**src/rtl/lsu_axi_master_pkg.sv**
```systemverilog
// Shared definitions for the AXI4-Lite load/store unit: op codes, error codes,
// AXI response codes, FSM states and op decode helpers.
package lsu_axi_master_pkg;

  typedef enum logic [3:0] {
    OP_LB  = 4'h0,
    OP_LH  = 4'h1,
    OP_LW  = 4'h2,
    OP_LD  = 4'h3,
    OP_LBU = 4'h4,
    OP_LHU = 4'h5,
    OP_LWU = 4'h6,
    OP_SB  = 4'h8,
    OP_SH  = 4'h9,
    OP_SW  = 4'hA,
    OP_SD  = 4'hB
  } lsu_op_e;

  typedef enum logic [1:0] {
    ERR_OK       = 2'b00,
    ERR_MISALIGN = 2'b01,
    ERR_BUS      = 2'b10,
    ERR_ILLEGAL  = 2'b11
  } lsu_err_e;

  localparam logic [1:0] AXI_OKAY   = 2'b00;
  localparam logic [1:0] AXI_SLVERR = 2'b10;

  typedef enum logic [2:0] {
    ST_IDLE,
    ST_AR,
    ST_R,
    ST_WR,
    ST_B,
    ST_RESP
  } lsu_state_e;

  // Doubleword and LWU ops only exist on a 64-bit datapath.
  function automatic logic op_illegal(input logic [3:0] op, input int unsigned data_w);
    case (op)
      OP_LB, OP_LH, OP_LW, OP_LBU, OP_LHU, OP_SB, OP_SH, OP_SW: return 1'b0;
      OP_LD, OP_LWU, OP_SD: return data_w != 64;
      default: return 1'b1;
    endcase
  endfunction

  function automatic logic op_misaligned(input logic [3:0] op, input logic [2:0] ea_lo);
    case (op[1:0])
      2'd1:    return ea_lo[0];
      2'd2:    return |ea_lo[1:0];
      2'd3:    return |ea_lo;
      default: return 1'b0;
    endcase
  endfunction

endpackage

```
**src/rtl/lsu_axi_master_lane.sv**
```systemverilog
// Byte-lane steering: store data shift and strobe generation, plus load
// extraction with sign/zero extension.
module lsu_lane #(
  parameter int unsigned DATA_W = 32,
  localparam int unsigned STRB_W = DATA_W / 8,
  localparam int unsigned OFF_W  = $clog2(STRB_W)
) (
  input  logic [1:0]        size_i,
  input  logic              unsigned_i,
  input  logic [OFF_W-1:0]  off_i,
  input  logic [DATA_W-1:0] wdata_i,
  input  logic [DATA_W-1:0] rdata_i,
  output logic [DATA_W-1:0] wdata_o,
  output logic [STRB_W-1:0] wstrb_o,
  output logic [DATA_W-1:0] ldata_o
);

  logic [DATA_W-1:0] dmask;
  logic [STRB_W-1:0] smask;
  logic [DATA_W-1:0] shifted;
  logic              sign;

  always_comb begin
    dmask = '1;
    smask = '1;
    case (size_i)
      2'd0: begin dmask = DATA_W'(8'hFF);         smask = STRB_W'(1'b1);  end
      2'd1: begin dmask = DATA_W'(16'hFFFF);      smask = STRB_W'(2'b11); end
      2'd2: begin dmask = DATA_W'(32'hFFFF_FFFF); smask = STRB_W'(4'hF);  end
      default: ;
    endcase

    wdata_o = (wdata_i & dmask) << {off_i, 3'b000};
    wstrb_o = smask << off_i;

    shifted = rdata_i >> {off_i, 3'b000};
    sign    = 1'b0;
    case (size_i)
      2'd0:    sign = shifted[7];
      2'd1:    sign = shifted[15];
      2'd2:    sign = shifted[31];
      default: sign = 1'b0;
    endcase
    ldata_o = shifted & dmask;
    if (!unsigned_i && sign) ldata_o = ldata_o | ~dmask;
  end

endmodule

```
**src/rtl/lsu_axi_master.sv**
```systemverilog
// Load/store unit acting as an AXI4-Lite master: one request at a time,
// alignment/op checks, AR/R or AW/W/B transaction, result back to the WBU.
module lsu_axi_master
  import lsu_axi_master_pkg::*;
#(
  parameter int unsigned ADDR_W = 32,
  parameter int unsigned DATA_W = 32,
  localparam int unsigned STRB_W = DATA_W / 8
) (
  input  logic              clk,
  input  logic              rst,
  input  logic              req_valid_i,
  output logic              req_ready_o,
  input  logic [3:0]        lsu_op_i,
  input  logic [DATA_W-1:0] base_i,
  input  logic [DATA_W-1:0] imm_i,
  input  logic [DATA_W-1:0] wdata_i,
  output logic              resp_valid_o,
  input  logic              resp_ready_i,
  output logic [DATA_W-1:0] resp_data_o,
  output logic [1:0]        resp_err_o,
  output logic [ADDR_W-1:0] araddr_o,
  output logic              arvalid_o,
  input  logic              arready_i,
  input  logic [DATA_W-1:0] rdata_i,
  input  logic [1:0]        rresp_i,
  input  logic              rvalid_i,
  output logic              rready_o,
  output logic [ADDR_W-1:0] awaddr_o,
  output logic              awvalid_o,
  input  logic              awready_i,
  output logic [DATA_W-1:0] wdata_o,
  output logic [STRB_W-1:0] wstrb_o,
  output logic              wvalid_o,
  input  logic              wready_i,
  input  logic [1:0]        bresp_i,
  input  logic              bvalid_i,
  output logic              bready_o
);

  localparam int unsigned OFF_W = $clog2(STRB_W);

  lsu_state_e        state_q;
  logic [2:0]        op_q;
  logic [OFF_W-1:0]  off_q;
  logic              resp_valid_q, arvalid_q, rready_q, awvalid_q, wvalid_q, bready_q;
  logic [DATA_W-1:0] resp_data_q, wdata_q;
  logic [1:0]        resp_err_q;
  logic [ADDR_W-1:0] araddr_q, awaddr_q;
  logic [STRB_W-1:0] wstrb_q;

  logic [ADDR_W-1:0] ea, bus_addr;
  logic [2:0]        lane_op;
  logic [OFF_W-1:0]  lane_off;
  logic [DATA_W-1:0] lane_wdata, lane_ldata;
  logic [STRB_W-1:0] lane_wstrb;
  logic              aw_done, w_done;

  // The single lane instance serves the store path from the live request in
  // IDLE and the load path from the latched op/offset afterwards.
  always_comb begin
    ea       = ADDR_W'(base_i + imm_i);
    bus_addr = {ea[ADDR_W-1:OFF_W], OFF_W'(0)};
    lane_op  = (state_q == ST_IDLE) ? lsu_op_i[2:0] : op_q;
    lane_off = (state_q == ST_IDLE) ? ea[OFF_W-1:0] : off_q;
    aw_done  = !awvalid_q || awready_i;
    w_done   = !wvalid_q || wready_i;
  end

  lsu_lane #(.DATA_W(DATA_W)) u_lane (
    .size_i     (lane_op[1:0]),
    .unsigned_i (lane_op[2]),
    .off_i      (lane_off),
    .wdata_i    (wdata_i),
    .rdata_i    (rdata_i),
    .wdata_o    (lane_wdata),
    .wstrb_o    (lane_wstrb),
    .ldata_o    (lane_ldata)
  );

  always_ff @(posedge clk or negedge rst) begin
    if (!rst) begin
      state_q      <= ST_IDLE;
      op_q         <= '0;
      off_q        <= '0;
      resp_valid_q <= 1'b0;
      resp_data_q  <= '0;
      resp_err_q   <= '0;
      arvalid_q    <= 1'b0;
      araddr_q     <= '0;
      rready_q     <= 1'b0;
      awvalid_q    <= 1'b0;
      awaddr_q     <= '0;
      wvalid_q     <= 1'b0;
      wdata_q      <= '0;
      wstrb_q      <= '0;
      bready_q     <= 1'b0;
    end else begin
      unique case (state_q)
        ST_IDLE: if (req_valid_i) begin
          op_q  <= lsu_op_i[2:0];
          off_q <= ea[OFF_W-1:0];
          if (op_illegal(lsu_op_i, DATA_W)) begin
            resp_err_q   <= ERR_ILLEGAL;
            resp_data_q  <= '0;
            resp_valid_q <= 1'b1;
            state_q      <= ST_RESP;
          end else if (op_misaligned(lsu_op_i, ea[2:0])) begin
            resp_err_q   <= ERR_MISALIGN;
            resp_data_q  <= '0;
            resp_valid_q <= 1'b1;
            state_q      <= ST_RESP;
          end else if (lsu_op_i[3]) begin
            awaddr_q  <= bus_addr;
            wdata_q   <= lane_wdata;
            wstrb_q   <= lane_wstrb;
            awvalid_q <= 1'b1;
            wvalid_q  <= 1'b1;
            state_q   <= ST_WR;
          end else begin
            araddr_q  <= bus_addr;
            arvalid_q <= 1'b1;
            state_q   <= ST_AR;
          end
        end
        ST_AR: if (arready_i) begin
          arvalid_q <= 1'b0;
          rready_q  <= 1'b1;
          state_q   <= ST_R;
        end
        ST_R: if (rvalid_i) begin
          rready_q     <= 1'b0;
          resp_valid_q <= 1'b1;
          resp_err_q   <= (rresp_i != AXI_OKAY) ? ERR_BUS : ERR_OK;
          resp_data_q  <= (rresp_i != AXI_OKAY) ? '0 : lane_ldata;
          state_q      <= ST_RESP;
        end
        ST_WR: begin
          if (awvalid_q && awready_i) awvalid_q <= 1'b0;
          if (wvalid_q && wready_i)   wvalid_q  <= 1'b0;
          if (aw_done && w_done) begin
            bready_q <= 1'b1;
            state_q  <= ST_B;
          end
        end
        ST_B: if (bvalid_i) begin
          bready_q     <= 1'b0;
          resp_valid_q <= 1'b1;
          resp_err_q   <= (bresp_i != AXI_OKAY) ? ERR_BUS : ERR_OK;
          resp_data_q  <= '0;
          state_q      <= ST_RESP;
        end
        ST_RESP: if (resp_ready_i) begin
          resp_valid_q <= 1'b0;
          state_q      <= ST_IDLE;
        end
        default: state_q <= ST_IDLE;
      endcase
    end
  end

  assign req_ready_o  = (state_q == ST_IDLE) && rst;
  assign resp_valid_o = resp_valid_q;
  assign resp_data_o  = resp_data_q;
  assign resp_err_o   = resp_err_q;
  assign araddr_o     = araddr_q;
  assign arvalid_o    = arvalid_q;
  assign rready_o     = rready_q;
  assign awaddr_o     = awaddr_q;
  assign awvalid_o    = awvalid_q;
  assign wdata_o      = wdata_q;
  assign wstrb_o      = wstrb_q;
  assign wvalid_o     = wvalid_q;
  assign bready_o     = bready_q;

endmodule

```
**config.mk**
```make
export PLATFORM = sky130hd
export DESIGN_NAME = lsu_axi_master
export DESIGN_NICKNAME = d
export VERILOG_FILES = /design/src/rtl/lsu_axi_master_pkg.sv /design/src/rtl/lsu_axi_master_lane.sv /design/src/rtl/lsu_axi_master.sv
export SDC_FILE = /design/constraint.sdc
export NUM_CORES = 1
export LEC_CHECK = 0
export CAP_MARGIN = 30
export CORE_MARGIN = 2
export CORE_UTILIZATION = 25
export DETAILED_ROUTE_END_ITERATION = 10
export SKIP_LAST_GASP = 1
export SLEW_MARGIN = 25
export SYNTH_ARGS = -nofsm -noshare
export SYNTH_HDL_FRONTEND = slang
export SYNTH_SLANG_ARGS = --single-unit
```
**constraint.sdc**
```tcl
create_clock -name clk -period 2.8 [get_ports clk]
set_input_delay 0.28 -clock clk [delete_from_list [all_inputs] [get_ports clk]]
set_output_delay 0.28 -clock clk [all_outputs]
set_load 0.1 [all_outputs]
```
Word-level counts from Yosys, hierarchy flattened --
Memory sizes are Yosys's and may differ from the RTL's. Index checks and enable logic that the tools add are counted.
Word-level totals: ROM bits 16, bits in latches 0, memory bits (writable) 0, register bits after elaboration 144, memories 1, bits of input ports 145
Memory list:
- (name not given) | words 16, width 1, read ports 1, clocked after Yosys merged registers in 0, wr ports 0, RTL line lsu_axi_master_pkg.sv:40 | case (op)
Cells by class: reduce and logical (&&, ||, !) cells 33, add/sub/neg operators 1, bitwise operators 7, divide/modulo/power cells 0, magnitude comparators 0, $mul 0, shifts and indexed selects 3, muxes and demuxes 64, eq/ne operators 23
Operators with widths (count):
- 32-bit 2-to-1 mux | 7
- 32-bit one-hot mux with 3 select lines | 1
- 32-bit AND | 2
- 32-bit one-hot mux with 2 select lines | 1
- 32-bit adder | 1
- 32-bit inverter | 1
- 32-bit OR | 1
- 32-bit by 5-bit left shift with 32-bit output | 1
- 32-bit by 5-bit >> shifter with 32-bit output | 1
- 6-bit AND reduction | 5
- 3-bit 2-to-1 mux | 9
- 1-bit 2-to-1 mux | 26
- 2-bit inequality test (second input constant) | 12
- 2-bit 2-to-1 mux | 9
- 3-bit one-hot mux with 6 select lines | 1
- 5-bit AND reduction | 3
- 2-bit nonzero test | 6
- 1-bit one-hot mux with 2 select lines | 5
- 4-bit one-hot mux with 2 select lines | 1
- 2-bit equality test (second input constant) | 3
- 3-bit by 2-bit equality test with 1-bit output (second input constant) | 2
- 3-bit equality test (second input constant) | 2
- 1-bit one-hot mux with 3 select lines | 2
- 2-bit one-hot mux with 3 select lines | 1
- other kinds (17) | 28

Logic depth before layout (Yosys ltp) --
Gate-level depths: netlist (run 1).
depth in word-level cells 10, gate-level depth with buffers 12, mapped depth without buffers 11

Hierarchy --
From an unflattened synthesis (run 1), not the netlist that was laid out.
Unflattened totals: cells, all modules 947, area total of the unflattened synthesis 8797.2 um^2
By module, submodules not included:
- lsu_axi_master | cells each 745, instances 1, area each 7488.4 um^2
- lsu_lane | cells each 202, instances 1, area each 1308.8 um^2

Worst setup path before layout (run 1) --
OpenSTA, ideal clock, no wires.
path kind input -> register, start input port base_i[0], end register araddr_q[28] (netlist: araddr_o[28]), required time 2731 ps, arrival time 2422 ps, stages on the path 11, path slack 309 ps, buffers on the path 0, cells stage by stage ha_1 > inv_1 > fa_1 > nand2b_1 > a21oi_1 > o311ai_1 > o21a_1 > o21ai_1 > a21boi_0 > or4_1 > nand3_1
On the way: longest elaborated chain between the ends 8, elaborated cells between the ends (all ways) 9, classes of those cells add/sub: 1; mux: 4; bitwise: 1; reduce/logical: 3
Ends and longest elaborated chain:
- start: declaration | RTL line lsu_axi_master.sv:15 | input logic [DATA_W-1:0] base_i,
- 32-bit adder * | RTL line lsu_axi_master.sv:62 | ea = ADDR_W'(base_i + imm_i);
- 3-bit OR reduction / 2-bit OR reduction (equally long branches) | RTL line lsu_axi_master_pkg.sv:51, lsu_axi_master_pkg.sv:50
- 1-bit one-hot mux with 3 select lines | RTL line lsu_axi_master_pkg.sv:48 | case (op[1:0])
- 1-bit 2-to-1 mux | RTL line lsu_axi_master.sv:103 | if (op_illegal(lsu_op_i, DATA_W)) begin
- 1-bit 2-to-1 mux | RTL line lsu_axi_master.sv:100 | ST_IDLE: if (req_valid_i) begin
- 1-bit 2-to-1 mux | RTL line lsu_axi_master.sv:99 | unique case (state_q)
- 1-bit inverter (no source line)
- 5-bit AND reduction (no source line)
- end signal: assignment | RTL line lsu_axi_master.sv:121 | araddr_q <= bus_addr;
- end: declaration | RTL line lsu_axi_master.sv:49 | logic [ADDR_W-1:0] araddr_q, awaddr_q;
Every way passes the cells marked *; elsewhere a longest branch is shown, timed or not. The select of a mux whose other input is x is not followed. A chain may end at the register's enable or synchronous reset.

Worst setup path in the final report (run 1) --
start input port base_i[0], end register araddr_q[30] (netlist: araddr_o[30])
The elaborated chain is that of the path after synthesis.

==> results of run 1 <==
[worst max-delay path, stage by stage]
cell and delay (ns):
clkdlybuf4s50_1 0.47, ha_1 0.17, inv_1 0.06, fa_1 0.41, nand2b_4 0.18, a21oi_4 0.20, o311ai_4 0.16, o21a_2 0.26
o21ai_2 0.17, a2111oi_1 0.14, or4_1 0.54, nand3_1 0.08
[cell families after synthesis]
family	after synthesis	synth area share
AND/OR/NAND/NOR	370	0.193
AO/OA/AOI/OAI	311	0.231
flip-flops	144	0.434
buffers and inverters	83	0.0424
adder cells (fa/ha/maj)	32	0.0491
XOR/XNOR	27	0.0285
multiplexers	14	0.0205
other	1	0.000452
[placed cells by master, fill, tap and decap left out, drive strengths merged, types with 9 or more instances in the layout]
| master | n |
|---|---|
| xnor2 | 12 |
| a31oi | 13 |
| nor3 | 16 |
| buf | 263 |
| inv | 21 |
| o21ai | 134 |
| xor2 | 15 |
| nand2b | 13 |
| a22oi | 9 |
| nand3 | 16 |
| a211oi | 12 |
| ha | 31 |
| nand2 | 218 |
| dfrtp | 144 |
| a21oi | 68 |
| clkbuf | 18 |
| nor2 | 59 |
| clkdlybuf4s50 | 143 |
| a221o | 17 |
| and3 | 12 |
| mux2i | 9 |
| a21o | 18 |
[per-stage QoR]
step | hold WS [ns] | setup TNS [ns] | setup WS, ns | cell area [sq um] | util
floorplan | -0.0156 | 0 | 0.309 | 8310 | -
global placement | 0.166 | -20.32 | -0.522 | 12100 | 0.371
detailed placement | 0.165 | -22.23 | -0.584 | 12100 | 0.371
CTS | 0.250 | 0 | 0.000584 | 12700 | 0.391
global route | 0.294 | -0.0646 | -0.0247 | 12800 | 0.392
finish | 0.277 | 0 | 0.0685 | 12800 | 0.392
[registers in the layout, summed over array words and instances (netlist names), 2 cells and up]
name and flops:
resp_data_o 32, wdata_o 32, araddr_o 30, awaddr_o 30, wstrb_o 4, op_q 3, state_q 3, off_q 2
resp_err_o 2
[worst max path at each step]
stage / endpoint / slack, ns / startpoint / cells after the start
after floorplan: araddr_o[28] / 0.31 / base_i[0] / 11
after global placement: araddr_o[30] / -0.52 / base_i[0] / 12
after detailed placement: araddr_o[28] / -0.58 / base_i[0] / 12
after CTS: araddr_o[28] / 0.0006 / base_i[0] / 12
after global routing: awaddr_o[24] / -0.02 / base_i[0] / 12
final: araddr_o[30] / 0.07 / base_i[0] / 12
[power breakdown]
part           total [mW]  internal, mW  switching [mW]
clock                2.47          1.44            1.03
sequential           3.32          2.84           0.485
combinational        10.8          2.66            8.11
[synth_stat cells, types with 3 or more instances]
cell type,instances
clkbuf_1,37
mux2i_1,6
nand4_1,7
or4_1,4
a221o_1,17
o21ai_0,126
nand3_1,16
nor3_1,16
buf_2,14
ha_1,31
xnor2_1,12
nor3b_1,4
o21ai_1,7
nor4_1,3
xor2_1,15
a21oi_1,67
o21a_1,5
mux2_2,4
buf_4,4
nand2_1,218
dfrtp_1,144
a211oi_1,11
or3_1,4
inv_1,18
a22o_1,7
nor2_1,58
nand2b_1,13
buf_1,8
o31ai_1,3
a21o_1,18
o21bai_1,3
and3_1,12
a31oi_1,13
and2_1,5
nor2b_1,3
a22oi_1,9
o211ai_1,3
[layer usage]
metal,wire [um],up-vias
li1,-,4184
met1,13100,4130
met2,15200,363
met3,2960,48
met4,771,2
met5,18,-
[area by class of cell]
type	instances	area share
multi-input combinational	758	0.347
sequential	144	0.282
timing repair buffer	407	0.274
tap	442	0.0432
clock buffer	18	0.0343
clock inverter	14	0.0142
inverter	19	0.00557
[repair_timing]
action	4_1_cts	5_1_grt
hold buffers	1	0
gates resized for setup	4	11
pin swaps	0	4
gates cloned	0	0
endpoints found under the hold margin	25	0
endpoints found under the setup margin	4	48
==> results.sh, run 1 <==
export IMPL_finalNetCount=1524
export IMPL_clock_sinks=144
export IMPL_ys_seq_area_frac=0.434
export IMPL_final_antenna_net_count=0
export IMPL_rows=66
export IMPL_max_freq_mhz=366
export IMPL_postCtsSetupRepairBufs=0
export IMPL_grt_busiest_layer="met2"
export IMPL_dieArea_sq_um=34700
export IMPL_grt_pass1_vias=8718
export IMPL_synth_distinct_cells=66
export IMPL_wl_per_cell_um=17.8
export IMPL_ys_ff_latch=144
export IMPL_async_flop_share=1.00
export IMPL_dpl_cell_count=1769
export IMPL_cts_tree="built"
export IMPL_seqCellArea_sq_um=3600
export IMPL_numCtsBuffers=17
export IMPL_diodes=0
export IMPL_finalCriticalPeriod_ns=2.73
export IMPL_synth_top_cells_by_area="dfrtp_1, nand2_1, o21ai_0"
export IMPL_drt_first_pass_iters=6
export IMPL_finalMaxSlewViolations=0
export IMPL_cap_violations=0
export IMPL_crit_reg2reg_launch="state_q[1]"
export IMPL_fillers=3291
export IMPL_maxSlewHeadroom=0.493
export IMPL_vias=8727
export IMPL_r2r_setup_slack_ns=0.34
export IMPL_power_density_nw_per_um2=1290
export IMPL_final_instance_count_excl_fill=1802
export IMPL_viasPerCell=4.84
export IMPL_path_clk_slew_ns=0.07
export IMPL_grt_util_met2=0.314
export IMPL_port_buffers=281
export IMPL_hold_violations=0
export IMPL_grt_max_degree=120
export IMPL_first_iter_violations=468
export IMPL_r2r_cells=7
export IMPL_gr_total_overflow=0
export IMPL_cp_end_kind="register"
export IMPL_yosys_area_top_type_share=0.434
export IMPL_skew_ns=0.0147
export IMPL_dp_hpwl_um=24800
export IMPL_setup_viol=0
export IMPL_area_growth_pct=54.2
export IMPL_syn_inst=982
export IMPL_status="finished, final reports clean"
export IMPL_antenna_found_initial=2
export IMPL_leakage_nw=6.07
export IMPL_multi_input_area_sq_um=4440
export IMPL_wirelength_um=32100
export IMPL_yosys_warnings=0
export IMPL_gr_usage_all_layers=0.186
export IMPL_htree_levels=4
export IMPL_synth_edf_count=0
export IMPL_die_h_um=186
export IMPL_ios=286
export IMPL_peakVddDrop_mv=1.04
export IMPL_drc_errors=0
export IMPL_initial_core_util=0.254
export IMPL_die_w_um=186
export IMPL_synth_ff_type="dfrtp_1"
export IMPL_mappedNetlistArea_sq_um=8300
export IMPL_avgSynthCellArea_sq_um=8.45
export IMPL_gr_usage_met3=0.0561
export IMPL_cp_start_kind="primary input"
export IMPL_met1_usage=0.224
export IMPL_clk_path_buf_depth=2
export IMPL_synth_top_area_cell="dfrtp_1"
export IMPL_gp_congestion=0.865
export IMPL_crit_arrival_ns=3.11
export IMPL_cp_required_ns=3.18
export IMPL_clock_latency_ns=0.45
export IMPL_worst_slew_pin_slew_ns=0.761
export IMPL_drive_above_1_share=0.240
export IMPL_crit_type="in -> reg"
export IMPL_min_delay_path_class="in -> async"
export IMPL_finalCritPeriodShare=0.976
export IMPL_core_area_sq_um=32600
export IMPL_r2r_end="resp_data_o[20]"
export IMPL_path_max_fanout=4
export IMPL_grt_pass1_wl_um=49200
export IMPL_cts_root_buf="clkbuf_16"
export IMPL_finalPower_mw=16.6
Power figures use the tool's default switching activity.
==> run 2: changes to the inputs <==
--- a/config.mk
+++ b/config.mk
@@ -7,7 +7,7 @@
 export LEC_CHECK = 0
 export CAP_MARGIN = 30
 export CORE_MARGIN = 2
-export CORE_UTILIZATION = 25
+export CORE_UTILIZATION = 30
 export DETAILED_ROUTE_END_ITERATION = 10
 export SKIP_LAST_GASP = 1
 export SLEW_MARGIN = 25
==> run 2 against run 1 <==
Compared with the run above: core utilization increased by 7.1 points; power is 1.9% lower; final cell count is 6.5% lower; sequential power about the same; first-iteration DRC count grew 19%; fmax up 2.3%; clock skew up 0.0050 ns; combinational power about the same; via count decreased by 1.8%; wire length fell by 8.8%; die area shrank 16%; sequential cell count is the same.
==> results.sh, run 2 (synthesized netlist as in run 1, its figures left out) <==
export IMPL_initial_core_util=0.307
export IMPL_path_delay_family="compound AO/OA/AOI/OAI gates"
export IMPL_grt_pass1_vias=8417
export IMPL_grt_max_degree=65
export IMPL_leakage_nw=5.99
export IMPL_die_h_um=170
export IMPL_multi_input_area_sq_um=4490
export IMPL_worst_slew_pin_slew_ns=0.781
export IMPL_power_density_nw_per_um2=1300
export IMPL_die_w_um=170
export IMPL_r2r_end="wdata_o[29]"
export IMPL_first_iter_violations=555
export IMPL_diodes=0
export IMPL_critPathSlowestCell="or4_1"
export IMPL_peakVddDrop_mv=0.751
export IMPL_wirelength_um=29300
export IMPL_finalNetCount=1507
export IMPL_skew_ns=0.0198
export IMPL_htree_levels=4
export IMPL_fillers=2630
export IMPL_crit_reg2reg_launch="state_q[1]"
export IMPL_hold_violations=0
export IMPL_dpl_cell_area_sq_um=11800
export IMPL_wl_per_cell_um=17.4
export IMPL_cp_start_kind="primary input"
export IMPL_cp_num_cells=12
export IMPL_dp_hpwl_um=22300
export IMPL_drc_errors=0
export IMPL_maxSlewHeadroom=0.477
export IMPL_status="finished, final reports clean"
export IMPL_clock_sinks=144
export IMPL_cts_root_buf="clkbuf_16"
export IMPL_fin_area_sq_um=12500
export IMPL_finalMaxSlewViolations=0
export IMPL_port_buffers=281
export IMPL_setup_tns_ns=0
export IMPL_final_instance_count_excl_fill=1684
export IMPL_finalCritPeriodShare=0.954
export IMPL_gp_congestion=0.879
export IMPL_seqCellArea_sq_um=3600
export IMPL_cap_violations=0
export IMPL_dieArea_sq_um=29000
export IMPL_worst_slack_ns=0.130
export IMPL_drive_above_1_share=0.232
export IMPL_gr_total_overflow=0
export IMPL_area_growth_pct=51.0
export IMPL_max_freq_mhz=374
export IMPL_min_delay_path_class="in -> async"
export IMPL_drt_first_pass_iters=5
export IMPL_critPathBufInv=2
export IMPL_post_place_ws_ns=-0.698
export IMPL_grt_pass1_wl_um=45700
export IMPL_layout_common_cells="buf_4, nand2_1, dfrtp_1, clkdlybuf4s50_1, o21ai_0"
export IMPL_crit_chain="clkdlybuf4s50_1 -> ha_2 -> inv_1 -> fa_2 -> nand2b_4 -> a21oi_4 -> o311ai_4 -> o21a_2 -> o21ai_4 -> a21boi_1 -> or4_1 -> nand3_1"
export IMPL_clk_path_buf_depth=2
export IMPL_crit_arrival_ns=3.02
export IMPL_cp_required_ns=3.15
export IMPL_viasPerCell=5.09
export IMPL_crit_type="in -> reg"
export IMPL_antenna_found_initial=0
export IMPL_path_max_fanout=4
export IMPL_cp_slowest_stage_delay_ns=0.52
export IMPL_cp_end_kind="register"
export IMPL_final_common_cell="buf_4"
export IMPL_gr_usage_all_layers=0.201
export IMPL_dpl_cell_count=1649
export IMPL_clock_latency_ns=0.42
export IMPL_numCtsBuffers=17
export IMPL_crit_start="base_i[0]"
export IMPL_cts_tree="built"
export IMPL_vias=8571
export IMPL_path_clk_slew_ns=0.07
export IMPL_finalCriticalPeriod_ns=2.67
export IMPL_r2r_cells=8
export IMPL_finalPower_mw=16.2
export IMPL_ios=286
export IMPL_final_antenna_net_count=0
export IMPL_rows=60
export IMPL_core_area_sq_um=27000
export IMPL_r2r_setup_slack_ns=0.28
export IMPL_crit_end="araddr_o[28]"
export IMPL_setup_viol=0
export IMPL_rsz0062_at_grt="false"
run 2: how the worst min path moves through the flow:
stage | startpoint | endpoint | slack, ns | cells after the start
5_1_grt | rst | wdata_o[0] | 0.33 | 2
3_5_place_dp | rst | wdata_o[0] | 0.20 | 1
3_3_place_gp | rst | wdata_o[0] | 0.20 | 1
2_1_floorplan | rst | araddr_o[10] | -0.02 | 0
4_1_cts | rst | wdata_o[0] | 0.32 | 2
6_report | rst | wdata_o[0] | 0.33 | 2
run 2: through the flow:
step | hold slack (ns) | util
final | 0.325 | 0.464
after global placement | 0.200 | 0.438
after global routing | 0.333 | 0.464
after CTS | 0.319 | 0.460
after floorplan | -0.0156 | -
after detailed placement | 0.202 | 0.438
run 2: cell type report:
cell class / count / area share
Clock buffer: 18 / 0.0350
Clock inverter: 14 / 0.00998
Inverter: 19 / 0.00569
Multi-Input combinational cell: 758 / 0.358
Sequential cell: 144 / 0.287
Tap cell: 341 / 0.0340
Timing Repair Buffer: 390 / 0.270
run 2: power breakdown:
group | leakage [nW] | internal (mW) | total (mW) | switching (mW)
combinational | 3.83 | 2.65 | 10.7 | 8.07
sequential | 1.90 | 2.84 | 3.29 | 0.459
clock | 0.269 | 1.19 | 2.24 | 1.05
run 2: timing repair:
| action | CTS | global route |
|---|---|---|
| buffers inserted | 1 | 2 |
| gates resized for setup | 7 | 15 |
| endpoints found under the hold margin | 33 | 0 |
| pin swaps | 3 | 10 |
| hold buffers | 1 | 0 |
| endpoints found under the setup margin | 5 | 38 |
| gates cloned | 0 | 0 |
run 2: routing by layer:
layer  track usage  vias up  part of all wire
met5             0        -                 0
met3        0.0560       19             0.084
li1              -     4159                 -
met2         0.334      322              0.47
met1         0.257     4071              0.44
met4        0.0502        0            0.0099
